File: src/rtl/robot_maneuver_sequencer.sv
// robot_maneuver_sequencer
//   Converts one-cycle turn states from the navigation FSM into a timed,
//   non-interruptible back-up -> pivot -> settle maneuver, arbitrates the
//   motor driver with a manual requester (valid/ready), and aborts motion
//   when ground contact is lost.
// Ports:
//   clk           rising-edge clock
//   reset         asynchronous, active-high
//   nav_state     0 IDLE, 1 MOVE_FORWARD, 2 TURN_LEFT, 3 TURN_RIGHT
//   ground_detect 1 = wheels on ground
//   manual_valid  manual command request
//   manual_cmd    requested motor command (motor_cmd encoding)
//   manual_ready  combinational grant
//   motor_cmd     registered: 0 STOP, 1 FWD, 2 REV, 3 PIVOT_L, 4 PIVOT_R
//   busy          registered; high in BACKUP, PIVOT, SETTLE, MANUAL
//   maneuver_done registered one-cycle pulse on maneuver completion
//   abort         registered one-cycle pulse on ground-loss termination
module robot_maneuver_sequencer #(
  parameter int unsigned BACKUP_CYCLES = 8,
  parameter int unsigned TURN_CYCLES   = 16,
  parameter int unsigned MANUAL_HOLD   = 4,
  parameter int unsigned CNT_W         = 8
) (
  input  logic       clk,
  input  logic       reset,
  input  logic [1:0] nav_state,
  input  logic       ground_detect,
  input  logic       manual_valid,
  input  logic [2:0] manual_cmd,
  output logic       manual_ready,
  output logic [2:0] motor_cmd,
  output logic       busy,
  output logic       maneuver_done,
  output logic       abort
);

  if (BACKUP_CYCLES < 1) begin : g_bad_backup
    $error("BACKUP_CYCLES must be >= 1");
  end
  if (TURN_CYCLES < 1) begin : g_bad_turn
    $error("TURN_CYCLES must be >= 1");
  end
  if (MANUAL_HOLD < 1) begin : g_bad_hold
    $error("MANUAL_HOLD must be >= 1");
  end
  if ((2 ** CNT_W) <= BACKUP_CYCLES || (2 ** CNT_W) <= TURN_CYCLES ||
      (2 ** CNT_W) <= MANUAL_HOLD) begin : g_bad_cnt_w
    $error("CNT_W too narrow for the configured cycle counts");
  end

  typedef enum logic [2:0] {
    S_IDLE, S_FWD, S_BACKUP, S_PIVOT, S_SETTLE, S_MANUAL
  } state_e;

  typedef enum logic [2:0] {
    M_STOP = 3'd0, M_FWD = 3'd1, M_REV = 3'd2, M_PIVOT_L = 3'd3, M_PIVOT_R = 3'd4
  } cmd_e;

  typedef enum logic [1:0] {
    NAV_IDLE = 2'd0, NAV_FWD = 2'd1, NAV_LEFT = 2'd2, NAV_RIGHT = 2'd3
  } nav_e;

  state_e           state;
  logic [CNT_W-1:0] cnt;
  logic             turn_right;   // 1: maneuver was triggered by TURN_RIGHT
  cmd_e             manual_q;
  cmd_e             motor_q;

  nav_e nav;
  logic turn_req;
  logic decide;
  cmd_e manual_sane;

  assign nav        = nav_e'(nav_state);
  assign turn_req   = (nav == NAV_LEFT) || (nav == NAV_RIGHT);
  assign decide     = (state == S_IDLE) || (state == S_FWD);
  assign manual_sane = (manual_cmd > 3'd4) ? M_STOP : cmd_e'(manual_cmd);

  assign manual_ready = !reset && decide && ground_detect && !turn_req;
  assign motor_cmd    = motor_q;

  always_ff @(posedge clk or posedge reset) begin
    if (reset) begin
      state         <= S_IDLE;
      cnt           <= '0;
      turn_right    <= 1'b0;
      manual_q      <= M_STOP;
      motor_q       <= M_STOP;
      busy          <= 1'b0;
      maneuver_done <= 1'b0;
      abort         <= 1'b0;
    end else begin
      maneuver_done <= 1'b0;
      abort         <= 1'b0;
      unique case (state)
        S_IDLE, S_FWD: begin
          if (!ground_detect) begin
            state   <= S_IDLE;
            motor_q <= M_STOP;
            busy    <= 1'b0;
          end else if (turn_req) begin
            turn_right <= (nav == NAV_RIGHT);
            cnt        <= CNT_W'(BACKUP_CYCLES - 1);
            state      <= S_BACKUP;
            motor_q    <= M_REV;
            busy       <= 1'b1;
          end else if (manual_valid) begin
            manual_q <= manual_sane;
            cnt      <= CNT_W'(MANUAL_HOLD - 1);
            state    <= S_MANUAL;
            motor_q  <= manual_sane;
            busy     <= 1'b1;
          end else if (nav == NAV_FWD) begin
            state   <= S_FWD;
            motor_q <= M_FWD;
            busy    <= 1'b0;
          end else begin
            state   <= S_IDLE;
            motor_q <= M_STOP;
            busy    <= 1'b0;
          end
        end

        S_BACKUP, S_PIVOT, S_MANUAL: begin
          if (!ground_detect) begin
            state   <= S_IDLE;
            motor_q <= M_STOP;
            busy    <= 1'b0;
            abort   <= 1'b1;
          end else if (cnt != '0) begin
            cnt <= cnt - 1'b1;
          end else if (state == S_BACKUP) begin
            cnt     <= CNT_W'(TURN_CYCLES - 1);
            state   <= S_PIVOT;
            // Pivot away from the bump side.
            motor_q <= turn_right ? M_PIVOT_L : M_PIVOT_R;
          end else if (state == S_PIVOT) begin
            state         <= S_SETTLE;
            motor_q       <= M_STOP;
            maneuver_done <= 1'b1;
          end else begin
            // Manual hold expired: resume from nav, turns and manual dropped.
            state   <= (nav == NAV_FWD) ? S_FWD : S_IDLE;
            motor_q <= (nav == NAV_FWD) ? M_FWD : M_STOP;
            busy    <= 1'b0;
          end
        end

        S_SETTLE: begin
          // Settle always completes; turn/manual requests on this edge are dropped.
          if (ground_detect && nav == NAV_FWD) begin
            state   <= S_FWD;
            motor_q <= M_FWD;
          end else begin
            state   <= S_IDLE;
            motor_q <= M_STOP;
          end
          busy <= 1'b0;
        end

        default: begin
          state   <= S_IDLE;
          motor_q <= M_STOP;
          busy    <= 1'b0;
        end
      endcase
    end
  end

endmodule

File: config.mk
export PLATFORM = sky130hd
export DESIGN_NAME = robot_maneuver_sequencer
export DESIGN_NICKNAME = d
export VERILOG_FILES = /design/src/rtl/robot_maneuver_sequencer.sv
export SDC_FILE = /design/constraint.sdc
export NUM_CORES = 1
export LEC_CHECK = 0
export BUFFER_PORTS_ARGS = -buffer_cell sky130_fd_sc_hd__buf_2
export CORE_UTILIZATION = 62
export CTS_BUF_LIST = sky130_fd_sc_hd__clkbuf_2
export CTS_CLUSTER_DIAMETER = 80
export DETAILED_ROUTE_END_ITERATION = 10
export GPL_TIMING_DRIVEN = 0
export PLACE_DENSITY = 0.95
export SETUP_SLACK_MARGIN = 0.05
export SYNTH_ARGS = -nofsm -noshare
export SYNTH_HDL_FRONTEND = slang
export SYNTH_SLANG_ARGS = --single-unit
File: constraint.sdc
create_clock -name clk -period 6.19 [get_ports clk]
set_input_delay 0.3095 -clock clk [delete_from_list [all_inputs] [get_ports clk]]
set_output_delay 0.3095 -clock clk [all_outputs]
set_load 0.005 [all_outputs]
== After elaboration in Yosys (flattened, before gate mapping) ==
Cells that the tools add are included.
Cells by class
  equal/unequal tests: 15
  magnitude comparators: 1
  multiplexer cells: 42
  $add $sub $neg: 1
  reduce and logical (&&, ||, !) cells: 16
Operators with widths (count)
  3-bit two-way mux: 16
  8-bit two-way mux: 6
  3-bit case mux with 3 select lines: 2
  1-bit two-way mux: 16
  8-bit case mux with 2 select lines: 1
  3-bit inequality test, second input constant: 5
  8-bit nonzero test: 1
  8-bit by 1-bit subtractor with 8-bit output, second input constant: 1
  3-bit by 2-bit equality test with 1-bit output, second input constant: 2
  3-bit equality test, second input constant: 2
  3-bit AND reduction: 2
  5-bit AND reduction: 1
  2-bit equality test, second input constant: 2
  1-bit logical AND: 4
  2-bit inequality test, second input constant: 2
  3-bit by 1-bit equality test with 1-bit output, second input constant: 1
  3-bit > comparator, second input constant: 1
  3-bit logical NOT: 1
  3-bit OR reduction: 1
  2-bit by 1-bit equality test with 1-bit output, second input constant: 1
  1-bit logical NOT: 2
  1-bit logical OR: 2
  1-bit case mux with 2 select lines: 1
  2-bit nonzero test: 1
  2-bit OR reduction: 1
Word-level totals
  output and inout bits: 7
  logic and storage cells: 82
  register bits after elaboration: 18
  input bits: 9

== Depth between registers and ports, before layout ==
Gate-level depths: netlist of the first run.
  depth after elaboration: 7
  depth in mapped cells: 7
  depth with buffers taken out: 6

== Worst setup path before layout of the first run ==
Ideal clock, no wire load.
  path type: register to register
  from: register cnt[3]
  to: register cnt[6]
  slack: 4.033 ns
  buffers on the path: 1
  data required time: 6.071 ns
  setup time: 0.119 ns
  arrival: 2.038 ns
  cell stages (with the launch flop): 7
  clock period less this slack: 2.157 ns
  cells stage by stage: dfrtp_1 or4_4 or4b_4 buf_6 and3_4 a21oi_1 o21ba_1
On the way
  longest elaborated chain between the ends: 4
  elaborated cells between the ends (all ways): 7
  classes of those cells: add/sub: 1; eq/ne: 1; mux: 3; reduce/logical: 2
RTL lines
  from (decl): RTL line 64  | logic [CNT_W-1:0] cnt;
  from (signal assigned): RTL line 103  | cnt <= CNT_W'(BACKUP_CYCLES - 1);
  from (signal assigned): RTL line 109  | cnt <= CNT_W'(MANUAL_HOLD - 1);
  from (signal assigned): RTL line 131  | cnt <= cnt - 1'b1;
  8-bit by 1-bit subtractor with 8-bit output or 8-bit nonzero test (tied branches): RTL line 131, 130
  8-bit two-way mux: RTL line 130  | end else if (cnt != '0) begin
  8-bit two-way mux: RTL line 125  | if (!ground_detect) begin
  8-bit case mux with 2 select lines: RTL line 95  | unique case (state)
Several ways; a longest one is shown, not always the timed one. The select of a mux whose other input is x is not followed.
A chain may end at the register's enable or synchronous reset.

== Final worst setup path of the first run ==
  from: register cnt[3]
  to: register cnt[0]
On the way
  longest elaborated chain between the ends: 4
  elaborated cells between the ends (all ways): 6
  classes of those cells: eq/ne: 1; mux: 3; reduce/logical: 2
RTL lines (RTL line)
  8-bit nonzero test (*): 130
  8-bit two-way mux: 130
  8-bit two-way mux: 125
  8-bit case mux with 2 select lines: 95
Every way passes the cells marked *; elsewhere a longest branch is shown, timed or not. The select of a mux whose other input is x is not followed.

==> results of run 1 <==
==> sequential cells by signal, indices dropped and copies added (netlist names) <==
signal and count:
turn_right 1, maneuver_done 1, busy 1, motor_cmd 3, cnt 8, abort 1, state 3
==> critical path, cell delays in order (launching register included) <==
cell and delay, ns:
dfrtp_1 0.47, or4_4 0.58, nor4b_1 0.59, o21ai_0 0.23
o21ai_0 0.27, o21ai_0 0.13
==> layout make-up <==
type,instances,share of cell area [%]
Buffer,5,2.21
Tap cell,16,1.69
Multi-Input combinational cell,94,49.0
Clock buffer,3,1.26
Inverter,5,1.58
Timing Repair Buffer,15,6.32
Sequential cell,18,37.9
==> stage by stage <==
step | util (%) | total power (W) | std cells
floorplan | - | 0.000268 | 122
global placement | 75.2 | 0.000298 | 153
detailed placement | 75.2 | 0.000304 | 153
CTS | 76.2 | 0.000352 | 156
global route | 76.2 | 0.000379 | 156
finish | 76.2 | 0.000353 | 156
==> cells by family after synthesis <==
logic type	Yosys count	synth area share, %
muxes	2	1.97
DFF	18	41.8
adders and majority gates	2	2.32
and+or+nand+nor	53	26.7
buffers and inverters	10	4.18
AOI/OAI and AO/OA	37	23.0
==> path summary, 6_finish.rpt <==
| kind | cells after the start | slack [ns] | to |
|---|---|---|---|
| max | 5 | 3.79 | cnt[0] |
| min | 2 | 0.06 | cnt[6] |
| max reg2reg | 5 | 3.79 | cnt[0] |
| min reg2reg | 2 | 0.51 | motor_cmd[0] |
| max in group asynchronous | 2 | 5.68 | busy |
| min in group clk | 2 | 0.25 | turn_right |
==> power by group through the flow <==
stage	registers [W]	logic, W	clock network (W)
2_1_floorplan	0.000169	0.0000994	0
3_3_place_gp	0.000173	0.000125	0
3_5_place_dp	0.000174	0.000130	0
4_1_cts	0.000172	0.000130	0.0000502
5_1_grt	0.000177	0.000149	0.0000529
6_report	0.000173	0.000132	0.0000489
==> layer usage <==
layer | share of wire [%] | vias to the layer above | track usage (%)
met1 | 47 | 451 | 43.3
met2 | 43 | 54 | 40.9
met5 | 0 | - | 0
met3 | 7.8 | 7 | 4.58
met4 | 2.1 | 0 | 11.9
li1 | - | 487 | -
==> cell usage in the layout (no fill, tap or decap), types with 5 or more instances in the layout <==
cell     netlist  final
nor2_1         9      9
nand2_1       18     18
buf_2          0     15
nor3_1         5      5
o21ai_0       10     10
inv_1          5      5
a21oi_1        7      7
dfrtp_1       18     18
==> metrics.md, run 1 <==
| Metric | Value |
|---|---|
| Worst Clk Skew | `around 0.017 ns` |
| RR Startpoint | `cnt[3]` |
| GRT Overall Usage | `between 20 and 30%` |
| HPWL after DPL | `approximately 1700 um` |
| Gpl congestion | `around 0.94` |
| Comb power frac | `37.2%` |
| Number of global-route vias before repair | `885` |
| Final critical-path share of the clock period | `between 30% and 40%` |
| Sort of element at the end of the critical path | `register` |
| Inserted Clock Buffers | `3` |
| Vias after detailed routing | `between 900 and 1000` |
| Number of antenna violations at the first check in global routing | `0` |
| Mapped Cells | `between 100 and 150` |
| Clock Sink Count | `18` |
| Area share of the leading cell type in the synthesized netlist | `a little over two fifths` |
| Footprint of the multi-input gates | `roughly 580 um2` |
| Clk pin slew, worst setup/hold paths | `between 0.15 and 0.2 ns` |
| Die outline area | `between 1500 and 2000 um2` |
| Distinct cells, synth | `43` |
| Initial core utilization | `slightly below 70%` |
| Critical path fanouts, max | `7` |
| RSZ-0062 raised after global routing | `false` |
| Critical path required time | `around 6.4 ns` |
| Pwr dens | `around 300 nW/um2` |
| CP Launch Point | `cnt[3]` |
| Number of endpoints with negative hold slack in the final report | `0` |
| I/O Pins | `16` |
| Register bit count reported by yosys | `18` |
| Total count of max-transition violations in the final report | `0` |
| Total length of routed wires | `approximately 2300 um` |
| Tightest Hold Check Type | `input port to async pin` |
| Starting DRC count in detailed routing | `40` |
| Remaining design rule violation count | `0` |
| Primary FF master, synth | `dfrtp_1` |
| Wire per inst | `14.7 um` |
| Power share of the sequential group | `approximately 49%` |
| Avg Vias per Cell | `approximately 6.4` |
| Sequential element share of the synthesized area | `between 40% and 50%` |
| CTS Root Buffer Type | `clkbuf_2` |
| Synthesized net count | `about 130` |
| Period minus WS final | `between 2 and 2.5 ns` |
| Library cell with the largest summed area after synthesis | `dfrtp_1` |
| Worst Setup Start Kind | `register` |
| Fraction of layout instances using a drive strength above 1 | `18.6%` |
| Standard-cell rows | `14` |
| Max-cap violations | `0` |
| Final total negative setup slack | `0 ns` |
| Number of flops mapped to enable cells by yosys | `0` |
| Switching part of the total | `39.2%` |
| Count of synthesis-stage warnings from yosys | `0` |
| Post-synth top cells | `dfrtp_1 (18), nand2_1 (18), o21ai_0 (10)` |
| Gates resized, CTS repair | `0` |
| Remaining global-route overflow | `0` |
| Largest net degree at the start of global routing | `20` |
| Mean area per synthesized cell | `between 8 and 9 um2` |
| Post-Place Setup Slack | `roughly 3.8 ns` |
| Detailed Routing Iterations Pass 1 | `4` |
| Growth of design area from synthesis to finish | `10.2%` |
| Fill count | `116` |
| Largest voltage drop on the vdd net | `about 0.22 mV` |
| Net Sw Power | `between 0.0001 and 0.00015 W` |
| CORE AREA | `about 1600 um2` |
| Clock tree buffer depth | `2` |
| Hold Worst Slack | `~0.062 ns` |
| Setup violation total in the final timing report | `0` |
| Standard cell area after detailed placement | `roughly 1200 um2` |
| First-pass GRT wire length | `around 4000 um` |
| Worst path setup slack after routing | `3.79 ns` |
| Ant. Diodes | `0` |
| Post-synth ARST share | `between 90% and 100%` |
| Leakage | `roughly 0.56 nW` |
| Die X-Extent | `approximately 44 um` |
| Clk Latency, worst-skew pair | `approximately 0.31 ns` |
| Level count of the clock H-tree | `1` |
| Vertical extent of the die | `between 40 and 50 um` |
| Number of buffers inserted by port buffering | `15` |
| Run status | `completed` |
| Arrival time worst endpoint | `between 2 and 3 ns` |
| Clock network fraction of total power | `between 10 and 15%` |
| Slew headroom | `between 30% and 40%` |
| Remaining antenna violation count after routing | `0` |
| Total internal power | `between 0.0002 and 0.00025 W` |
| Total Nets Final | `~150` |
| Slew at the pin with the worst max-slew slack | `roughly 1.0 ns` |
| Area of all placed cells without fillers | `roughly 1200 um2` |
| Fmax | `about 420 MHz` |
| Leading post-synthesis cells by cell area | `dfrtp_1 (42%), nand2_1 (6.3%), o21ai_0 (4.6%), a21oi_1 (3.3%), nor2_1 (3.1%)` |
| Summed instance area of the synthesized netlist | `about 1100 um2` |
| CTS tree | `yes` |
| Setup fix buffers added after clock tree synthesis | `0` |
| CTS hold repair buffers | `0` |
| Sequential standard cell area | `~450 um2` |
| CP Class | `register to register` |
No activity file was read; power rests on OpenSTA's default activity.
==> run 2, diff against run 1 <==
- CORE_UTILIZATION: 62 -> 58
- PLACE_DENSITY: 0.95 -> 0.93
- clock period: 6.19 -> 2.3 ns (I/O delays scaled with it)
==> run 2 against run 1 <==
- utilization fell by 4.2 points
- via count rose by 4.8%
- highest routed layer unchanged
- worst hold slack improved by 0.037 ns
- power rose to 2.8 times the previous value
- critical path type unchanged
- final cell count rose by 8.3%
- non-clock buffer count rose by 4
- clock-buffer cell count did not move
==> metrics.md, run 2 (same netlist as run 1, synthesis figures left out) <==
| Metric | Value |
|---|---|
| Run status | `completed` |
| Fraction of layout instances using a drive strength above 1 | `22.2% (+3.7 points)` |
| Total Nets Final | `157 (+2.6%)` |
| Power share of the sequential group | `47.3% (-1.6 points)` |
| Number of buffers inserted by port buffering | `15 (unchanged)` |
| GRT Overall Usage | `27.7% (-0.92 points)` |
| HPWL after DPL | `1820 um (+7.0%)` |
| Fill count | `125 (+7.8%)` |
| Largest net degree at the start of global routing | `20 (unchanged)` |
| Clock network fraction of total power | `12.3% (-1.6 points)` |
| PnR Total Power | `0.000981 W (+180%)` |
| Avg Vias per Cell | `6.20 (-3.3%)` |
| Worst Setup Start Kind | `register` |
| Level count of the clock H-tree | `1 (unchanged)` |
| Initial core utilization | `62.4% (-6.7 points)` |
| Final critical-path share of the clock period | `95.3% (+57 points)` |
| Leakage | `0.584 nW (+3.4%)` |
| CORE AREA | `1730 um2 (+11%)` |
| Pwr dens | `789 nW/um2 (+170%)` |
| Die X-Extent | `45.1 um (+3.2%)` |
| Sequential standard cell area | `452 um2 (+0.28%)` |
| Max-cap violations | `0 (unchanged)` |
| Number of antenna violations at the first check in global routing | `0 (unchanged)` |
| Final total negative setup slack | `0 ns (unchanged)` |
| Setup violation total in the final timing report | `0 (unchanged)` |
| Die outline area | `2030 um2 (+6.6%)` |
| CTS Root Buffer Type | `clkbuf_2` |
| Inserted Clock Buffers | `3 (unchanged)` |
| Gpl congestion | `0.946 (+1.0%)` |
| Clk pin slew, worst setup/hold paths | `0.14 ns (-0.03 ns)` |
| CTS tree | `yes` |
| First-pass GRT wire length | `4120 um (+2.8%)` |
| Largest register FFs | `8 (unchanged)` |
| Footprint of the multi-input gates | `592 um2 (+1.7%)` |
| Register with the most flip-flops | `cnt` |
| Remaining design rule violation count | `0 (unchanged)` |
| Slew headroom | `55.0% (+23 points)` |
| Total count of max-transition violations in the final report | `0 (unchanged)` |
| Growth of design area from synthesis to finish | `15.3%` |
| Remaining global-route overflow | `0 (unchanged)` |
| Critical path fanouts, max | `7 (unchanged)` |
| Starting DRC count in detailed routing | `74 (+85%)` |
| Total internal power | `0.000595 W (+180%)` |
| Clock Sink Count | `18 (unchanged)` |
| Standard-cell rows | `15 (+1)` |
| Vertical extent of the die | `45.1 um (+3.2%)` |
| Net Sw Power | `0.000386 W (+180%)` |
| Number of global-route vias before repair | `967 (+9.3%)` |
| Detailed Routing Iterations Pass 1 | `4 (unchanged)` |
| Wire per inst | `15.1 um (+2.8%)` |
| Switching part of the total | `39.3% (+0.089 points)` |
| Leading cell type in the layout, fill and taps excluded | `nand2_1` |
| Number of endpoints with negative hold slack in the final report | `0 (unchanged)` |
| Clock tree buffer depth | `2 (unchanged)` |
| Critical path required time | `2.49 ns (-3.88 ns)` |
| Vias after detailed routing | `1047 (+4.8%)` |
| I/O Pins | `16 (unchanged)` |
| Total length of routed wires | `2560 um (+11%)` |
| Period minus WS final | `2.19 ns (-0.204 ns)` |
| Slew at the pin with the worst max-slew slack | `0.675 ns (-0.331 ns)` |
| RSZ-0062 raised after global routing | `false` |
| Sort of element at the end of the critical path | `register` |
| Comb power frac | `40.4% (+3.2 points)` |
| Fmax | `456 MHz (+9.3%)` |
| Largest voltage drop on the vdd net | `0.544 mV (+150%)` |
| Worst Clk Skew | `0.00394 ns (-0.0127 ns)` |
| Ant. Diodes | `0 (unchanged)` |
| Commonest non-fill, non-tap cells in the layout | `nand2_1 (18), dfrtp_1 (17), buf_2 (15)` |
| Tightest Hold Check Type | `input port to register` |
| CP Class | `register to register` |
| Clk Latency, worst-skew pair | `0.29 ns (-0.02 ns)` |
| Arrival time worst endpoint | `2.39 ns (-0.19 ns)` |
| Remaining antenna violation count after routing | `0 (unchanged)` |
==> run 2: power by group through the flow <==
stage	Sequential, W	Combinational, W	Clock [W]
after floorplan	0.000454	0.000267	0
after global placement	0.000465	0.000334	0
after detailed placement	0.000471	0.000352	0
after CTS	0.000459	0.000380	0.000127
after global routing	0.000472	0.000435	0.000134
final	0.000464	0.000396	0.000121
==> run 2: cell type report <==
class	instances	area share, %
Multi-Input combinational cell	94	47.6
Sequential cell	18	36.4
Timing Repair Buffer	19	8.66
Tap cell	25	2.52
Buffer	5	2.11
Inverter	5	1.51
Clock buffer	3	1.21
==> run 2: final timing paths <==
kind                              start           end  slack, ns  cells after the start
hold reg to reg            motor_cmd[0]  motor_cmd[0]       0.50                      2
setup / recovery                 cnt[3]        cnt[6]       0.11                      6
min in group asynchronous         reset  motor_cmd[1]       0.45                      3
hold / removal             nav_state[0]    turn_right        0.1                      2
setup reg to reg                 cnt[3]        cnt[6]       0.11                      6
max in group asynchronous         reset        cnt[3]       1.39                      3
==> run 2: critical path, cell delays in order, from the launching register on <==
cell and delay, ns:
dfrtp_2 0.44, or4_4 0.56, or4b_4 0.50, buf_6 0.15, and3_4 0.20, a21oi_2 0.10
o21ba_1 0.14
==> run 2: routing by layer <==
layer | global-route usage (%) | vias to the layer above | wire [um]
met5 | 0 | - | 0
met4 | 7.88 | 0 | 44
met3 | 6.40 | 8 | 209
met2 | 45.5 | 63 | 1200
met1 | 36.7 | 483 | 1110
li1 | - | 493 | -
==> run 2: through the flow <==
| stage | util, % | worst slack, ns | std cells | instance area, um2 | hold slack [ns] |
|---|---|---|---|---|---|
| floorplan | - | 0.143 | 122 | 1080 | 0.0587 |
| global placement | 68.6 | 0.000988 | 162 | 1180 | 0.238 |
| detailed placement | 68.6 | -0.0388 | 162 | 1180 | 0.245 |
| CTS | 71.7 | 0.0548 | 169 | 1240 | 0.0718 |
| global route | 72.0 | 0.0586 | 169 | 1240 | 0.0862 |
| finish | 72.0 | 0.107 | 169 | 1240 | 0.0991 |
==> run 2: timing repair <==
item,CTS,global route
buffers inserted,3,0
hold endpoints to repair,18,0
hold buffers,1,0
endpoints found under the setup margin,7,5
cloned,0,0
pin swaps,1,2
resized for setup,2,2
==> run 3, diff against run 2 <==
- BUFFER_PORTS_ARGS: -buffer_cell sky130_fd_sc_hd__buf_2 -> not set
- CELL_PAD_IN_SITES_DETAIL_PLACEMENT: not set -> 1
- CELL_PAD_IN_SITES_GLOBAL_PLACEMENT: not set -> 1
- CORE_UTILIZATION: 58 -> 49
- DONT_BUFFER_PORTS: not set -> 1
==> run 3 against run 2 <==
- utilization decreased by 13 points
- setup slack got worse by 0.020 ns
- final cell count decreased by 5.9%
- power increased by 2.6%
- via count decreased by 0.48%
- first-iteration DRC count decreased by 74%
- global-route usage increased by 1.2 points
- final area decreased by 3.8%
- sequential share of layout area increased by 1.4 points
- critical path depth unchanged
- flip-flop and latch count unchanged
- clock power increased by 21%
- largest cell class unchanged
- largest power group unchanged
- highest routed layer unchanged
==> metrics.md, run 3 (same netlist as run 1, synthesis figures left out) <==
| Metric | Value |
|---|---|
| Arrival time worst endpoint | `2.45 ns (+0.06 ns)` |
| Largest voltage drop on the vdd net | `0.426 mV (-22%)` |
| Slew headroom | `43.9% (-11 points)` |
| Placed cells | `149 (-8.0%)` |
| Final cell count without fillers | `159 (-5.9%)` |
| Gpl congestion | `0.847 (-10%)` |
| CTS Root Buffer Type | `clkbuf_2` |
| Fmax | `452 MHz (-0.91%)` |
| Clk pin slew, worst setup/hold paths | `0.19 ns (+0.05 ns)` |
| Total length of routed wires | `3140 um (+23%)` |
| Initial core utilization | `53.3% (-9.1 points)` |
| Run status | `completed` |
| Sequential standard cell area | `452 um2 (unchanged)` |
| Tightest Hold Check Type | `input port to register` |
| Growth of design area from synthesis to finish | `10.9%` |
| Fill count | `236 (+89%)` |
| Final total negative setup slack | `0 ns (unchanged)` |
| CP Class | `register to register` |
| Number of endpoints with negative hold slack in the final report | `0 (unchanged)` |
| HPWL after DPL | `2060 um (+13%)` |
| Number of buffers inserted by port buffering | `0 (-15)` |
| Remaining design rule violation count | `0 (unchanged)` |
| Total Nets Final | `144 (-8.3%)` |
| Total count of max-transition violations in the final report | `0 (unchanged)` |
| Worst Setup Start Kind | `register` |
| Fraction of layout instances using a drive strength above 1 | `14.4% (-7.8 points)` |
| Avg Vias per Cell | `6.55 (+5.8%)` |
| CTS tree | `yes` |
| Standard cell area after detailed placement | `1110 um2 (-6.1%)` |
| Clock Sink Count | `18 (unchanged)` |
| Clk Latency, worst-skew pair | `0.32 ns (+0.03 ns)` |
| Level count of the clock H-tree | `1 (unchanged)` |
| Number of global-route vias before repair | `1066 (+10%)` |
| Ant. Diodes | `0 (unchanged)` |
| Pwr dens | `842 nW/um2 (+6.7%)` |
| Period minus WS final | `2.21 ns (+0.0201 ns)` |
| Commonest non-fill, non-tap cells in the layout | `nand2_1 (18), dfrtp_1 (17), nor2_1 (9), o21ai_0 (9), a21oi_1 (6)` |
| Largest register FFs | `8 (unchanged)` |
| Footprint of the multi-input gates | `596 um2 (+0.63%)` |
| First-pass GRT wire length | `5190 um (+26%)` |
| Vertical extent of the die | `48.9 um (+8.4%)` |
| Critical path fanouts, max | `8 (+1)` |
| Remaining antenna violation count after routing | `0 (unchanged)` |
| Critical path required time | `2.54 ns (+0.05 ns)` |
| Remaining global-route overflow | `0 (unchanged)` |
| Vias after detailed routing | `1042 (-0.48%)` |
| Die X-Extent | `48.9 um (+8.4%)` |
| I/O Pins | `16 (unchanged)` |
| Wire per inst | `19.7 um (+30%)` |
| Detailed Routing Iterations Pass 1 | `4 (unchanged)` |
| Final critical-path share of the clock period | `96.2% (+0.87 points)` |
| Sort of element at the end of the critical path | `register` |
| Number of antenna violations at the first check in global routing | `0 (unchanged)` |
| Max-cap violations | `0 (unchanged)` |
| Worst Clk Skew | `0.00351 ns (-0.000424 ns)` |
| GRT Overall Usage | `29.0% (+1.2 points)` |
| Largest net degree at the start of global routing | `20 (unchanged)` |
| Area of all placed cells without fillers | `1190 um2 (-3.8%)` |
| Clock tree buffer depth | `2 (unchanged)` |
| RSZ-0062 raised after global routing | `false` |
| Leakage | `0.530 nW (-9.2%)` |
| Die outline area | `2390 um2 (+18%)` |
| Register with the most flip-flops | `cnt` |
| Inserted Clock Buffers | `3 (unchanged)` |
| Hold Worst Slack | `0.0357 ns (-0.0633 ns)` |
| Standard-cell rows | `16 (+1)` |
| Starting DRC count in detailed routing | `19 (-74%)` |
| Setup violation total in the final timing report | `0 (unchanged)` |
| Leading cell type in the layout, fill and taps excluded | `nand2_1` |
| Slew at the pin with the worst max-slew slack | `0.829 ns (+0.154 ns)` |
| CORE AREA | `2020 um2 (+17%)` |
run 3: metrics by stage:
step	utilization [%]	setup slack, ns	power, W
2_1_floorplan	-	0.143	0.000721
3_3_place_gp	55.0	-0.0873	0.000787
3_5_place_dp	55.0	-0.125	0.000823
4_1_cts	58.4	0.0606	0.000986
5_1_grt	59.1	0.0539	0.00107
6_report	59.1	0.0873	0.00101
run 3: report_power, final:
| part | switching (W) | total, W | internal [W] |
|---|---|---|---|
| registers | 0.0000853 | 0.000472 | 0.000386 |
| logic | 0.000226 | 0.000388 | 0.000162 |
| clock network | 0.000109 | 0.000147 | 0.0000378 |
| total | 0.000420 | 0.00101 | 0.000586 |
run 3: cell type report:
type                       instances  area share (%)
multi-input combinational         94            49.8
sequential                        18            37.8
timing repair buffer               6            4.19
tap                               27            2.83
buffer                             5            2.20
inverter                           5            1.57
clock buffer                       3            1.26
clock inverter                     1           0.314
run 3: final timing paths:
check	from	end	slack (ns)	cells past startpoint
setup reg to reg	cnt[3]	state[1]	0.09	6
setup / recovery	cnt[3]	state[1]	0.09	6
max in group asynchronous	reset	cnt[3]	1.45	2
min in group asynchronous	reset	motor_cmd[0]	0.34	2
hold reg to reg	busy	busy	0.54	1
hold / removal	manual_valid	state[2]	0.04	2
run 3: routing by layer:
layer  part of all wire (%)  global-route usage (%)  vias to the layer above
li1                       -                       -                      469
met1                     45                    38.4                      516
met2                     48                    45.1                       47
met3                    4.3                    5.92                       10
met4                    2.7                    13.7                        0
met5                      0                       0                        -
run 3: critical path, stage by stage, from the launching register on:
cell     delay [ns]
dfrtp_2        0.44
or4_4          0.54
or4b_4         0.56
buf_6          0.15
nand3_2        0.14
o21ai_0        0.11
a21o_1         0.19
run 3: timing repair:
action                                 in CTS  in global routing
gates resized for setup                     3                  3
buffers inserted                            3                  1
pin swaps                                   1                  3
setup endpoints to repair                   8                  4
hold buffers                                2                  0
endpoints found under the hold margin      20                  0
